`src/rtl/alu_logic_pipe.sv`:
```
// Two-stage pipelined logic/shift unit: 16 truth-table logic ops plus four
// single-bit shifts/rotates through carry. Full valid/ready backpressure.
module alu_logic_pipe #(
    parameter int data_wl = 16,
    parameter int op_wl   = 8
) (
    input  logic               clk,
    input  logic               reset,
    input  logic               in_valid,
    output logic               in_ready,
    input  logic [data_wl-1:0] a_in,
    input  logic [data_wl-1:0] b_in,
    input  logic [op_wl-1:0]   op_in,
    input  logic               z_flag_in,
    input  logic               s_flag_in,
    input  logic               c_flag_in,
    input  logic               ovr_flag_in,
    output logic               out_valid,
    input  logic               out_ready,
    output logic [data_wl-1:0] c_out,
    output logic               z_flag_out,
    output logic               s_flag_out,
    output logic               c_flag_out,
    output logic               ovr_flag_out,
    output logic               op_active
);

    // Packed compute result: {act, ovr, c, s, z, result}
    localparam int RES_W = data_wl + 5;

    logic               vld_p1;
    logic               vld_p2;
    logic               adv_p1;
    logic               adv_p2;
    logic [data_wl-1:0] a_p1;
    logic [data_wl-1:0] b_p1;
    logic [op_wl-1:0]   op_p1;
    logic               c_p1;
    logic               ovr_p1;
    logic [RES_W-1:0]   calc_p1;
    logic [data_wl-1:0] res_p2;
    logic               z_p2;
    logic               s_p2;
    logic               c_p2;
    logic               ovr_p2;
    logic               act_p2;
    logic               flags_unused;

    // Low opcode nibble is the truth table indexed by {b, a} per bit.
    function automatic logic [data_wl-1:0] truth_table(
        input logic [3:0]         tt,
        input logic [data_wl-1:0] a,
        input logic [data_wl-1:0] b
    );
        logic [data_wl-1:0] r;
        r = '0;
        for (int i = 0; i < data_wl; i++) begin
            r[i] = tt[{b[i], a[i]}];
        end
        return r;
    endfunction

    function automatic logic [RES_W-1:0] compute(
        input logic [data_wl-1:0] a,
        input logic [data_wl-1:0] b,
        input logic [op_wl-1:0]   op,
        input logic               cin,
        input logic               ovr
    );
        logic [data_wl-1:0] r;
        logic               c;
        logic               act;
        r   = '0;
        c   = cin;
        act = 1'b0;
        if (op[op_wl-1:4] == (op_wl-4)'(4)) begin
            r   = truth_table(op[3:0], a, b);
            act = 1'b1;
        end else if (op[op_wl-1:2] == (op_wl-2)'(20)) begin
            act = 1'b1;
            case (op[1:0])
                2'd0: begin r = {a[data_wl-2:0], 1'b0}; c = a[data_wl-1]; end
                2'd1: begin r = {1'b0, a[data_wl-1:1]}; c = a[0];         end
                2'd2: begin r = {a[data_wl-2:0], cin};  c = a[data_wl-1]; end
                2'd3: begin r = {cin, a[data_wl-1:1]};  c = a[0];         end
            endcase
        end
        // Unrecognised ops leave r at zero, so z=1 and s=0 fall out naturally.
        return {act, ovr, c, r[data_wl-1], (r == '0), r};
    endfunction

    assign flags_unused = z_flag_in ^ s_flag_in;

    assign adv_p2   = !vld_p2 || out_ready;
    assign adv_p1   = !vld_p1 || adv_p2;
    assign in_ready = !reset && adv_p1;

    always_ff @(posedge clk) begin
        if (reset) begin
            vld_p1 <= 1'b0;
            vld_p2 <= 1'b0;
        end else begin
            if (adv_p1) vld_p1 <= in_valid;
            if (adv_p2) vld_p2 <= vld_p1;
        end
    end

    // Stage 1: operand capture
    always_ff @(posedge clk) begin
        if (adv_p1 && in_valid) begin
            a_p1   <= a_in;
            b_p1   <= b_in;
            op_p1  <= op_in;
            c_p1   <= c_flag_in;
            ovr_p1 <= ovr_flag_in;
        end
    end

    assign calc_p1 = compute(a_p1, b_p1, op_p1, c_p1, ovr_p1);

    // Stage 2: result and flags; held bit-stable while stalled
    always_ff @(posedge clk) begin
        if (reset) begin
            res_p2 <= '0;
            z_p2   <= 1'b0;
            s_p2   <= 1'b0;
            c_p2   <= 1'b0;
            ovr_p2 <= 1'b0;
            act_p2 <= 1'b0;
        end else if (adv_p2 && vld_p1) begin
            {act_p2, ovr_p2, c_p2, s_p2, z_p2, res_p2} <= calc_p1;
        end
    end

    assign out_valid    = vld_p2;
    assign c_out        = res_p2;
    assign z_flag_out   = z_p2;
    assign s_flag_out   = s_p2;
    assign c_flag_out   = c_p2;
    assign ovr_flag_out = ovr_p2;
    assign op_active    = act_p2;

endmodule

```
`config.mk`:
```
export PLATFORM = sky130hd
export DESIGN_NAME = alu_logic_pipe
export DESIGN_NICKNAME = d
export VERILOG_FILES = /design/src/rtl/alu_logic_pipe.sv
export SDC_FILE = /design/constraint.sdc
export NUM_CORES = 1
export LEC_CHECK = 0
export ABC_AREA = 1
export ABC_CLOCK_PERIOD_IN_PS = 2200
export CAP_MARGIN = 20
export CORE_MARGIN = 2
export CORE_UTILIZATION = 25
export DETAILED_ROUTE_END_ITERATION = 6
export MAX_ROUTING_LAYER = met4
export PLACE_DENSITY_LB_ADDON = 0.12
export SYNTH_ARGS = -nofsm -noshare
export SYNTH_HDL_FRONTEND = slang
export SYNTH_SLANG_ARGS = --single-unit
```
`constraint.sdc`:
```
create_clock -name clk -period 2.2 [get_ports clk]
set_clock_uncertainty 0.2 [all_clocks]
set_input_delay 0.44 -clock clk [delete_from_list [all_inputs] [get_ports clk]]
set_output_delay 0.44 -clock clk [all_outputs]
set_load 0.05 [all_outputs]
```
Word level (Yosys, flattened, before mapping)
Cells that the tools add are included.
W data, S select, Z words.

operators by class
  $add $sub $neg = 0
  multipliers = 0
  divide/modulo/power cells = 0
  order comparisons = 16
  equality and inequality tests = 5
  shift-type cells = 0
  muxes and demuxes = 40
  bitwise gates (word level) = 0
  reduce and logical (&&, ||, !) cells = 12

operator list
  operator              count
  $pmux W16 S4          1
  $lt A2 B3 Y1 const B  16
  $bmux W1 S2           16
  $mux W16              2
  $mux W1               20
  $logic_not A16 Y1     1
  $eq A6 B5 Y1 const B  1
  $eq A2 B2 Y1 const B  2
  $eq A4 B3 Y1 const B  1
  $reduce_or A2 Y1      2
  $logic_and A1 B1 Y1   3
  $logic_not A1 Y1      3
  $eq A2 B1 Y1 const B  1
  $logic_not A2 Y1      1
  $logic_or A1 B1 Y1    2
  $pmux W1 S2           1

storage, ports and cells
  register bits after elaboration = 65
  latch bits = 0
  memory bits (writable) = 0
  ROM bits = 0
  bits of input ports = 48
  output and inout port bits = 23
  word-level logic and storage cells = 86
  memories kept = 0

Depth between registers and ports, before layout
Gate-level depths: netlist of the first run.

  depth after elaboration = 5
  gate-level depth with buffers = 12
  depth with buffers taken out = 11

Worst setup path after synthesis of the first run
Ideal clock, no wire load.

  kind = reg-to-reg
  from = register vld_p2 (netlist: out_valid)
  to = register a_p1[0] (enable)
  setup time = 0.396 ns
  arrival = 1.602 ns
  data required time = 1.604 ns
  path slack = 0.001 ns
  stages on the path, launching flop included = 4
  path buffers = 0
  period minus slack after synthesis = 2.199 ns
  cells stage by stage = dfxtp_1 nand3_1 nand2_1 inv_1

between the ends
  word-level cells in the longest chain between the ends = 4

ends and longest elaborated chain
  element                 line  text
  from (decl)             32    logic vld_p2;
  from (signal assigned)  104   if (adv_p2) vld_p2 <= vld_p1;
  $logic_not A1 Y1        94    assign adv_p2 = !vld_p2 || out_ready;
  $logic_or A1 B1 Y1      94
  $logic_or A1 B1 Y1      95    assign adv_p1 = !vld_p1 || adv_p2;
  $logic_and A1 B1 Y1     110   if (adv_p1 && in_valid) begin
  to (signal assigned)    111   a_p1 <= a_in;
  to (decl)               35    logic [data_wl-1:0] a_p1;

No other way between the ends.
A chain may end at the register's enable or synchronous reset.

Worst setup path after layout of the first run
  from = register res_p2[15] (netlist: c_out[15])
  to = output port c_out[15]

RTL lines
  element                 line  text
  from (decl)             41    logic [data_wl-1:0] res_p2;
  from (signal assigned)  131   {act_p2, ovr_p2, c_p2, s_p2, z_p2, res_p2} <= calc_p1;
  to (decl)               20    output logic [data_wl-1:0] c_out,

No word-level cell between the ends.

==> impl_results.md, run 1 <==
* Final Hold Vio Count at 0
* Drt drc at 0
* Setup CP Type: reg -> out
* Crit. Startpoint: c_out[15]
* Antenna cells at 0
* CTS sink count at 64
* Final setup vio count at 0
* Post-synth top area cell: edfxtp_1
* Lkg Pwr at roughly 1.9 nW
* WP depth at 1
* Cell Area, Placed at 0.004070 mm2
* RSZ-0062 raised after global routing: no
* Fin crit share at 97.39%
* Number of synthesized flops with an enable pin at 42
* CP Max Fanout at 3
* Post-DR wirelength/cell at 12.95 um
* Root Driver: clkbuf_16
* CTS Buf Count at 9
* RR Startpoint: op_p1[0]
* Placeable Area at 0.01262 mm2
* CTS resizes at 0
* Worst path bufs/invs at 1
* Top FF cell, synth: edfxtp_1
* Hold depth at 2
* Reg-to-reg slack, setup at 0.26 ns
* Count leader, synth: nand2_1
* Syn Std Cell Area at about 0.0032 mm2
* Boundary pin count at 71
* Synth top cells by count: nand2_1, nor2_1, inv_1, edfxtp_1, nand3_1
* Post-route cell area at 0.004357 mm2
* Dpl hpwl at 5981 um
* DR vias/cell at about 4.2
* Crit-path leading delay family: buffers and inverters
* Worst-path cell chain: clkdlybuf4s50_1
* Setup TNS at 0 ns
* Cell Pwr Density at 747.7 mW/mm2
* Post-synthesis cell count at 387
* Number of port buffers at 68
* Remaining antenna violation count at 0
* Syn-to-layout area delta at 35.33%
* Avg Cell Area, Syn at a little over 8 um2
* First-pass GRT wire length at approximately 14000 um
* Clock Pin Slew Worst Setup and Hold Paths at 0.05 ns
* Worst path required time at between 1.5 and 2 ns
* Initial core utilization at around 26%
* Yosys Warn Count at 0
* Run status: finished clean
* Worst hold-check path type: reg -> reg
* Crit-path max cell delay at 0.82 ns
* Worst Path Arrival at 1.50 ns
* Setup crit end kind: primary output
* Wirelength, routed at between 8000 and 9000 um
* Setup Fix Bufs, Post-CTS at 0
* Hold_buf cts at 0
* WHS Endpoint: ovr_flag_out
* Global route overflow at 0
* Number of DRC markers in iteration 0 at 145
* Relative slew slack at 66.71%
* GP Congestion at roughly 0.79
* Largest net degree at the start of global routing at 29
* Top cell type's share of synthesized area at approximately 40%
* Die H at 117.5 um
* First-pass DRT Iterations at 4
* Antenna violations before repair at 0
* DIE WIDTH at between 100 and 150 um
* Reg2reg end: z_flag_out
* HP Start: ovr_p1
* Clock tree from TritonCTS: built
* Register area share after synthesis at 52.86%
* Cell count of the worst reg-to-reg path at 9
* Post-Syn Nets at 435
* Fmax at around 470 MHz
* H-Tree Depth at 3
* Max-cap violations at 0
* Layout cells sized above 1 at between 10 and 15%
* Vias in the first global route at roughly 2700
* FF+latch count, synth at 64
* Top cells by area, synth: edfxtp_1, dfxtp_1, nand2_1, nor2_1, nand3_1
* Die ar. at 0.01380 mm2
* Critical-path top delay cell: clkdlybuf4s50_1
* GRT Overall Usage at 13.06%
* Clk buf depth at 2
* Vias at around 2700
* Actual slew at the worst max-slew pin at 0.4979 ns
* Critical Path Start Type: flop
* Clock period minus worst slack at 2.143 ns
* Worst IR Drop VDD at roughly 0.25 mV
* Later-pin clock latency in the skew report at 0.33 ns
* Post-synth cell types at 27
* Final max-slew violation count at 0
* Row cnt at 41
* Final net count at ~510
* Asr flop ratio synth at 0%
## cell type report
| cell class | instances | area, um2 |
|---|---|---|
| inverters | 49 | 186.4 |
| clock buffers | 13 | 271.5 |
| well taps | 172 | 215.2 |
| fillers | 1349 | 8263 |
| multi-input cells | 255 | 1176 |
| flip-flops and latches | 64 | 1702 |
| clock inverters | 3 | 15.01 |
| repair buffers | 80 | 790.8 |
## routing by layer
layer  global-route usage [%]  share of wire [%]
met3                    3.004                4.5
met1                    17.10                 50
met2                    18.35                 43
met4                    7.756                2.1
met5                        -                  0
## cell usage in the layout (no fill, tap or decap)
master / instances
a21oi_1: 7
a21oi_2: 2
a31oi_1: 1
buf_12: 3
buf_4: 16
clkbuf_1: 2
clkbuf_16: 10
clkbuf_8: 1
clkdlybuf4s50_1: 61
clkinv_2: 3
dfxtp_1: 22
edfxtp_1: 42
inv_1: 46
inv_2: 2
inv_4: 1
nand2_1: 92
nand2_2: 2
nand3_1: 41
nand3_2: 4
nand3b_1: 13
nand4_1: 2
nor2_1: 55
nor2_2: 3
nor2_4: 1
o211ai_1: 1
o21a_1: 1
o21ai_0: 27
o21ai_1: 2
o21bai_1: 1
## cells by family after synthesis
group,share of synthesized area [%]
flip-flops,52.86
buffers and inverters,10.61
AO/OA/AOI/OAI,7.035
AND/OR/NAND/NOR,29.50
## registers in the layout (all words and copies together), names as in the netlist, 8 cells and up
| register | count |
|---|---|
| b_p1 | 16 |
| op_p1 | 8 |
| c_out | 16 |
| a_p1 | 16 |
## through the flow
step           utilization [%]  total power (W)  hold WS [ns]  setup WS, ns  cells
2_1_floorplan                -         0.001741        0.2475      0.001418    387
3_3_place_gp             32.25         0.001940        0.2614        0.1164    620
3_5_place_dp             32.25         0.001945        0.2655        0.1115    620
4_1_cts                  34.52         0.003310        0.2780       0.04232    636
5_1_grt                  34.52         0.003418        0.2962       0.01888    636
6_report                 34.52         0.003257        0.2746       0.05746    636
## how the worst max path moves through the flow
stage	endpoint	slack, ns
2_1_floorplan	a_p1[0]	0.001
3_3_place_gp	a_p1[2]	0.12
3_5_place_dp	b_p1[3]	0.11
4_1_cts	c_out[15]	0.04
5_1_grt	c_out[13]	0.02
6_report	c_out[15]	0.06
## where the power goes
part	leakage (nW)	total, W	internal, W	switching [W]
Combinational	1.16	0.000500	0.000209	0.000292
Sequential	0.591	0.00142	0.00136	0.0000509
Clock	0.145	0.00134	0.000855	0.000487
Total	1.89	0.00326	0.00243	0.000830
Note: power is estimated with default switching activity, not from simulation.
==> inputs of run 2 (changes only) <==
ABC_AREA = not set   (was 1)
==> impl_results.md, run 2 <==
* Worst hold slack at 0.2573 ns (-0.01730 ns)
* Asr flop ratio synth at 0% (unchanged)
* Layout cells sized above 1 at 31.43% (+21 points)
* CTS Buf Count at 9 (unchanged)
* Number of DRC markers in iteration 0 at 96 (-34%)
* Area of the multi-input gates at 0.001191 mm2 (+1.3%)
* Setup crit end kind: flop
* Clock period minus worst slack at 2.370 ns (+0.2276 ns)
* Violated checks: setup timing
* DIE WIDTH at 111.7 um (-4.9%)
* WHS Endpoint: ovr_flag_out
* Final max-slew violation count at 0 (unchanged)
* Largest net degree at the start of global routing at 43 (+48%)
* Dpl hpwl at 5442 um (-9.0%)
* Clock Pin Slew Worst Setup and Hold Paths at 0.05 ns (about the same)
* # fillers at 1144 (-15%)
* Critical Path Start Type: flop
* Register Area at 0.001703 mm2 (about the same)
* Yosys Warn Count at 0 (unchanged)
* Relative slew slack at 66.48% (-0.23 points)
* Number of synthesized flops with an enable pin at 42 (unchanged)
* Die ar. at 0.01248 mm2 (-9.5%)
* Fmax at 421.9 MHz (-9.6%)
* FF+latch count, synth at 64 (unchanged)
* Top cells by area, synth: edfxtp_1, dfxtp_1, mux4_2, mux4_1, mux2_2
* Setup ws final at -0.1702 ns (-0.2276 ns)
* Post-DR wirelength/cell at 16.00 um (+23%)
* Syn-to-layout area delta at 49.98%
* Register area share after synthesis at 58.65% (+5.8 points)
* Commonest non-fill, non-tap cell in the layout: clkdlybuf4s50_1
* Antenna violations before repair at 0 (unchanged)
* Cell count of the worst reg-to-reg path at 5 (-4)
* GRT Overall Usage at 12.56% (-0.50 points)
* Worst IR Drop VDD at 0.2768 mV (+12%)
* Setup TNS at -0.1702 ns (-0.1702 ns)
* HP Start: ovr_flag_out
* Root Driver: clkbuf_16
* Post-Syn Nets at 259 (-40%)
* Crit-path max cell delay at 0.50 ns (-0.32 ns)
* Global route overflow at 0 (unchanged)
* Initial core utilization at 25.52% (about the same)
* First-pass DRT Iterations at 4 (unchanged)
* CTS sink count at 64 (unchanged)
* Hold depth at 2 (unchanged)
* Syn Std Cell Area at 0.002902 mm2 (-9.9%)
* Actual slew at the worst max-slew pin at 0.5013 ns (+0.003388 ns)
* Clk buf depth at 2 (unchanged)
* Setup CP Type: reg -> reg
* Post-synth top area cell: edfxtp_1
* RR Startpoint: op_p1[0]
* Post-synth cell types at 36 (+33%)
* Worst hold-check path type: reg -> reg
* Max-cap violations at 0 (unchanged)
* Boundary pin count at 71 (unchanged)
* Antenna cells at 0 (unchanged)
* Vias in the first global route at 2120 (-21%)
* CP Max Fanout at 7 (+4)
* Placeable Area at 0.01137 mm2 (-9.9%)
* Final Hold Vio Count at 0 (unchanged)
* Wirelength, routed at 7326 um (-11%)
* Final setup vio count at 1 (+1)
* Worst path bufs/invs at 1 (unchanged)
* Die H at 111.7 um (-4.9%)
* Count leader, synth: edfxtp_1
* H-Tree Depth at 3 (unchanged)
* Worst path required time at 2.23 ns (+0.67 ns)
* Top FF cell, synth: edfxtp_1
* Avg Cell Area, Syn at 13.75 um2 (+65%)
* Crit-path leading delay family: simple AND/OR/NAND/NOR gates
* Reg2reg end: z_flag_out
* Later-pin clock latency in the skew report at 0.33 ns (about the same)
* Reg-to-reg slack, setup at -0.17 ns (-0.43 ns)
* Lkg Pwr at 1.604 nW (-15%)
* Critical-path top delay cell: or4_4
* Most frequent cells in the layout: clkdlybuf4s50_1, buf_4, edfxtp_1
* First-pass GRT wire length at 11740 um (-13%)
* RSZ-0062 raised after global routing: yes
* Post-synthesis cell count at 211 (-45%)
* Worst-path cell chain: buf_4 -> mux4_2 -> o2bb2ai_2 -> or4_4 -> o41ai_4
* GP Congestion at 0.8186 (+3.1%)
* Cell Pwr Density at 761.0 mW/mm2 (+1.8%)
* Row cnt at 39 (-4.9%)
* Clock tree from TritonCTS: built
* Run status: complete, but fails checks
* Place WS at -0.1883 ns (-0.2998 ns)
* Fin crit share at 107.7% (+10 points)
* Vias at 2121 (-20%)
* Hold_buf cts at 0 (unchanged)
* Drt drc at 0 (unchanged)
* DR vias/cell at 4.631 (+11%)
* Number of port buffers at 68 (unchanged)
* Synth top cells by count: edfxtp_1, nor2_1, dfxtp_1, nor3_1
* Top cell type's share of synthesized area at 43.47% (+4.3 points)
* Worst Path Arrival at 2.40 ns (+0.90 ns)
* Final net count at 358 (-29%)
* Remaining antenna violation count at 0 (unchanged)
[run 2: changes by cell type after synthesis, sizes merged, moves of 5 or more]
cell    change
a221oi     +10
buf         -6
clkbuf      +5
inv        -48
mux2       +11
mux4       +16
nand2      -85
nand3      -44
nand3b     -13
nor2       -35
nor3       +13
o21ai      -27
[run 2: layer usage]
| layer | share of wire [%] | global-route usage (%) | up-vias |
|---|---|---|---|
| met1 | 48 | 16.85 | 1019 |
| li1 | - | - | 1032 |
| met2 | 46 | 18.42 | 62 |
| met3 | 4.9 | 3.919 | 8 |
| met5 | 0 | - | - |
| met4 | 1.5 | 3.457 | 0 |
[run 2: where the power goes]
group / leakage, nW / internal [W] / switching (W)
Combinational: 0.866 / 0.000265 / 0.000258
Sequential: 0.592 / 0.00136 / 0.0000508
Clock: 0.146 / 0.000901 / 0.000476
Total: 1.60 / 0.00253 / 0.000784
[run 2: kinds of logic after synthesis]
kind of cell           Yosys count  synth area share, %
AO/OA/AOI/OAI                   34                9.314
buffers and inverters           19                2.803
flip-flops                      64                58.65
multiplexers                    31                18.84
AND/OR/NAND/NOR                 63                10.39
[run 2: what timing repair did]
item,CTS,global route
cloned,0,0
endpoints found under the setup margin,1,4
buffers inserted,1,1
gates resized for setup,3,14
pin swaps,1,1
[run 2: through the flow]
step | util (%) | total power (W) | area, um2 | cells
after floorplan | - | 0.001699 | 2914 | 211
after global placement | 34.97 | 0.001938 | 3976 | 440
after detailed placement | 34.97 | 0.001941 | 3976 | 440
after CTS | 37.66 | 0.003338 | 4282 | 457
after global routing | 38.27 | 0.003444 | 4352 | 458
final | 38.27 | 0.003312 | 4352 | 458
[run 2: worst max-delay path by stage]
| stage | from | cells past startpoint | slack (ns) | endpoint |
|---|---|---|---|---|
| 2_1_floorplan | op_p1[0] | 6 | 0.02 | z_flag_out |
| 3_3_place_gp | out_ready | 6 | -0.17 | z_flag_out |
| 3_5_place_dp | out_ready | 6 | -0.19 | z_flag_out |
| 4_1_cts | op_p1[2] | 5 | -0.10 | z_flag_out |
| 5_1_grt | op_p1[1] | 5 | -0.23 | z_flag_out |
| 6_report | op_p1[0] | 5 | -0.17 | z_flag_out |
[run 2: worst register-to-register path, stage by stage (launching register included)]
cell and delay [ns]:
edfxtp_1 0.49, buf_4 0.18, mux4_2 0.48, o2bb2ai_2 0.15, or4_4 0.50, o41ai_4 0.27
[run 2: final cells by class]
class                   instances  area share (%)
clock buffers                  12           5.664
clock inverters                 4           1.035
inverters                       1         0.08626
multi-input cells             128           27.37
flip-flops and latches         64           39.13
well taps                     143           4.112
repair buffers                106           22.60
==> inputs of run 3 (changes only) <==
SETUP_SLACK_MARGIN = 0.05   (was not set)
==> impl_results.md, run 3 (synthesis results as in run 2) <==
* Run status: complete, but fails checks
* Violated checks: setup timing
* Wirelength, routed at 7465 um (+1.9%)
* Setup TNS at -0.1279 ns (+0.04221 ns)
* Root Driver: clkbuf_16
* DIE WIDTH at 111.7 um (unchanged)
* Vias at 2162 (+1.9%)
* Worst path required time at 2.23 ns (about the same)
* Clock period minus worst slack at 2.328 ns (-0.04221 ns)
* Number of DRC markers in iteration 0 at 65 (-32%)
* Global route overflow at 0 (unchanged)
* Worst hold-check path type: reg -> reg
* Placeable Area at 0.01137 mm2 (unchanged)
* Initial core utilization at 25.52% (unchanged)
* Commonest non-fill, non-tap cell in the layout: clkdlybuf4s50_1
* Largest net degree at the start of global routing at 24 (-44%)
* Lkg Pwr at 1.657 nW (+3.3%)
* Critical-path top delay cell: mux4_2
* Place WS at -0.1937 ns (-0.005428 ns)
* Die H at 111.7 um (unchanged)
* Critical Path Start Type: flop
* Row cnt at 39 (unchanged)
* Cell Pwr Density at 731.7 mW/mm2 (-3.9%)
* Worst Path Arrival at 2.36 ns (-0.04 ns)
* Seq pwr share at 43.8% (+1.1 points)
* First-pass GRT wire length at 11900 um (+1.4%)
* Dpl hpwl at 5612 um (+3.1%)
* Remaining antenna violation count at 0 (unchanged)
* P_int at 0.002430 W (-3.9%)
* Setup CP Type: reg -> reg
* Worst-path cell chain: buf_6 -> mux4_2 -> a221o_1 -> or4_4 -> o41ai_4
* Antenna violations before repair at 0 (unchanged)
* Vias in the first global route at 2231 (+5.2%)
* Syn-to-layout area delta at 51.23%
* Layout cells sized above 1 at 31.15% (-0.28 points)
* Fin crit share at 105.8% (-1.9 points)
* Final setup vio count at 1 (unchanged)
* Relative slew slack at 63.16% (-3.3 points)
* P_sw at 0.0007809 W (-0.45%)
* Most frequent cells in the layout: clkdlybuf4s50_1, buf_4, edfxtp_1
* Actual slew at the worst max-slew pin at 0.5469 ns (+0.04563 ns)
* Clk buf depth at 2 (unchanged)
* Max-cap violations at 0 (unchanged)
* Fmax at 429.6 MHz (+1.8%)
* First-pass DRT Iterations at 4 (unchanged)
* H-Tree Depth at 3 (unchanged)
* Boundary pin count at 71 (unchanged)
* Clock Pin Slew Worst Setup and Hold Paths at 0.05 ns (about the same)
* Sw frac at 24.33% (+0.64 points)
* Crit-path max cell delay at 0.46 ns (-0.04 ns)
* Logic pwr share at 17.0% (+1.2 points)
* GP Congestion at 0.8047 (-1.7%)
* Setup crit end kind: flop
* Final max-slew violation count at 0 (unchanged)
* DR vias/cell at 4.659 (+0.61%)
* Final net count at 364 (+1.7%)
* Drt drc at 0 (unchanged)
* GRT Overall Usage at 13.00% (+0.44 points)
* Clock tree from TritonCTS: built
* Final Hold Vio Count at 0 (unchanged)
* Total power at 0.003210 W (-3.1%)
* Antenna cells at 0 (unchanged)
* Post-DR wirelength/cell at 16.09 um (+0.58%)
* Number of port buffers at 68 (unchanged)
* Worst IR Drop VDD at 0.2719 mV (-1.8%)
* # fillers at 1116 (-2.4%)
* Later-pin clock latency in the skew report at 0.33 ns (about the same)
* RSZ-0062 raised after global routing: yes
* CTS sink count at 64 (unchanged)
* Setup ws final at -0.1279 ns (+0.04221 ns)
* CTS Buf Count at 9 (unchanged)
* CP Max Fanout at 7 (unchanged)
* Die ar. at 0.01248 mm2 (unchanged)
* Clock power frac at 39.2% (-2.4 points)
## run 3: cell types whose count changed in the layout (fill, tap and decap cells not counted), sizes merged
cell	change
clkbuf	+3
bufinv	-1
clkdlybuf4s50	-3
dlymetal6s2s	+2
clkinv	-2
buf	+7
## run 3: per-layer routing
layer	vias to the layer above	wire length [um]	global-route usage, %
met5	-	0	-
met4	0	101	5.679
met3	9	336	3.647
met2	65	3481	19.56
met1	1036	3546	16.42
li1	1052	-	-
## run 3: area by class of cell
class	count	area [um2]	share of cell area, %
clock buffer	15	257.7	5.874
clock inverter	1	5.005	0.1141
inverter	1	3.754	0.08554
multi-input combinational	128	1196	27.26
sequential	64	1703	38.81
tap	143	178.9	4.078
timing repair buffer	112	1044	23.78
## run 3: final timing paths
path,cells after the start,to,slack [ns],startpoint
setup / recovery,5,z_flag_out,-0.13,op_p1[2]
hold / removal,2,ovr_flag_out,0.26,ovr_flag_out
setup reg to reg,5,z_flag_out,-0.13,op_p1[2]
hold reg to reg,2,ovr_flag_out,0.26,ovr_flag_out
## run 3: power by group through the flow
stage	Combinational (W)	Sequential, W	Clock [W]
5_1_grt	0.000579	0.00141	0.00135
4_1_cts	0.000534	0.00141	0.00130
2_1_floorplan	0.000193	0.00151	0
6_report	0.000545	0.00141	0.00126
3_5_place_dp	0.000521	0.00143	0
3_3_place_gp	0.000519	0.00143	0
## run 3: worst max-delay path: cells and delay by family, from the launching register on
kind | cells | cell delay [ns]
compound gates | 2 | 0.54
simple gates | 1 | 0.43
flops | 1 | 0.43
buf+inv | 1 | 0.16
mux | 1 | 0.46
## run 3: timing repair
item / in CTS / in global routing
buffers inserted: 3 / 0
pin swaps: 1 / 1
gates resized for setup: 4 / 12
setup endpoints to repair: 2 / 6
hold buffers: 0 / 0
gates cloned: 0 / 0
## run 3: through the flow
stage               cells  hold WS, ns  util [%]  cell area (um2)
floorplan             211       0.2713         -             2920
finish                464       0.2596     38.59             4388
CTS                   464       0.2618     37.99             4319
global route          464       0.2812     38.59             4388
global placement      445       0.2511     35.36             4020
detailed placement    445       0.2550     35.36             4020
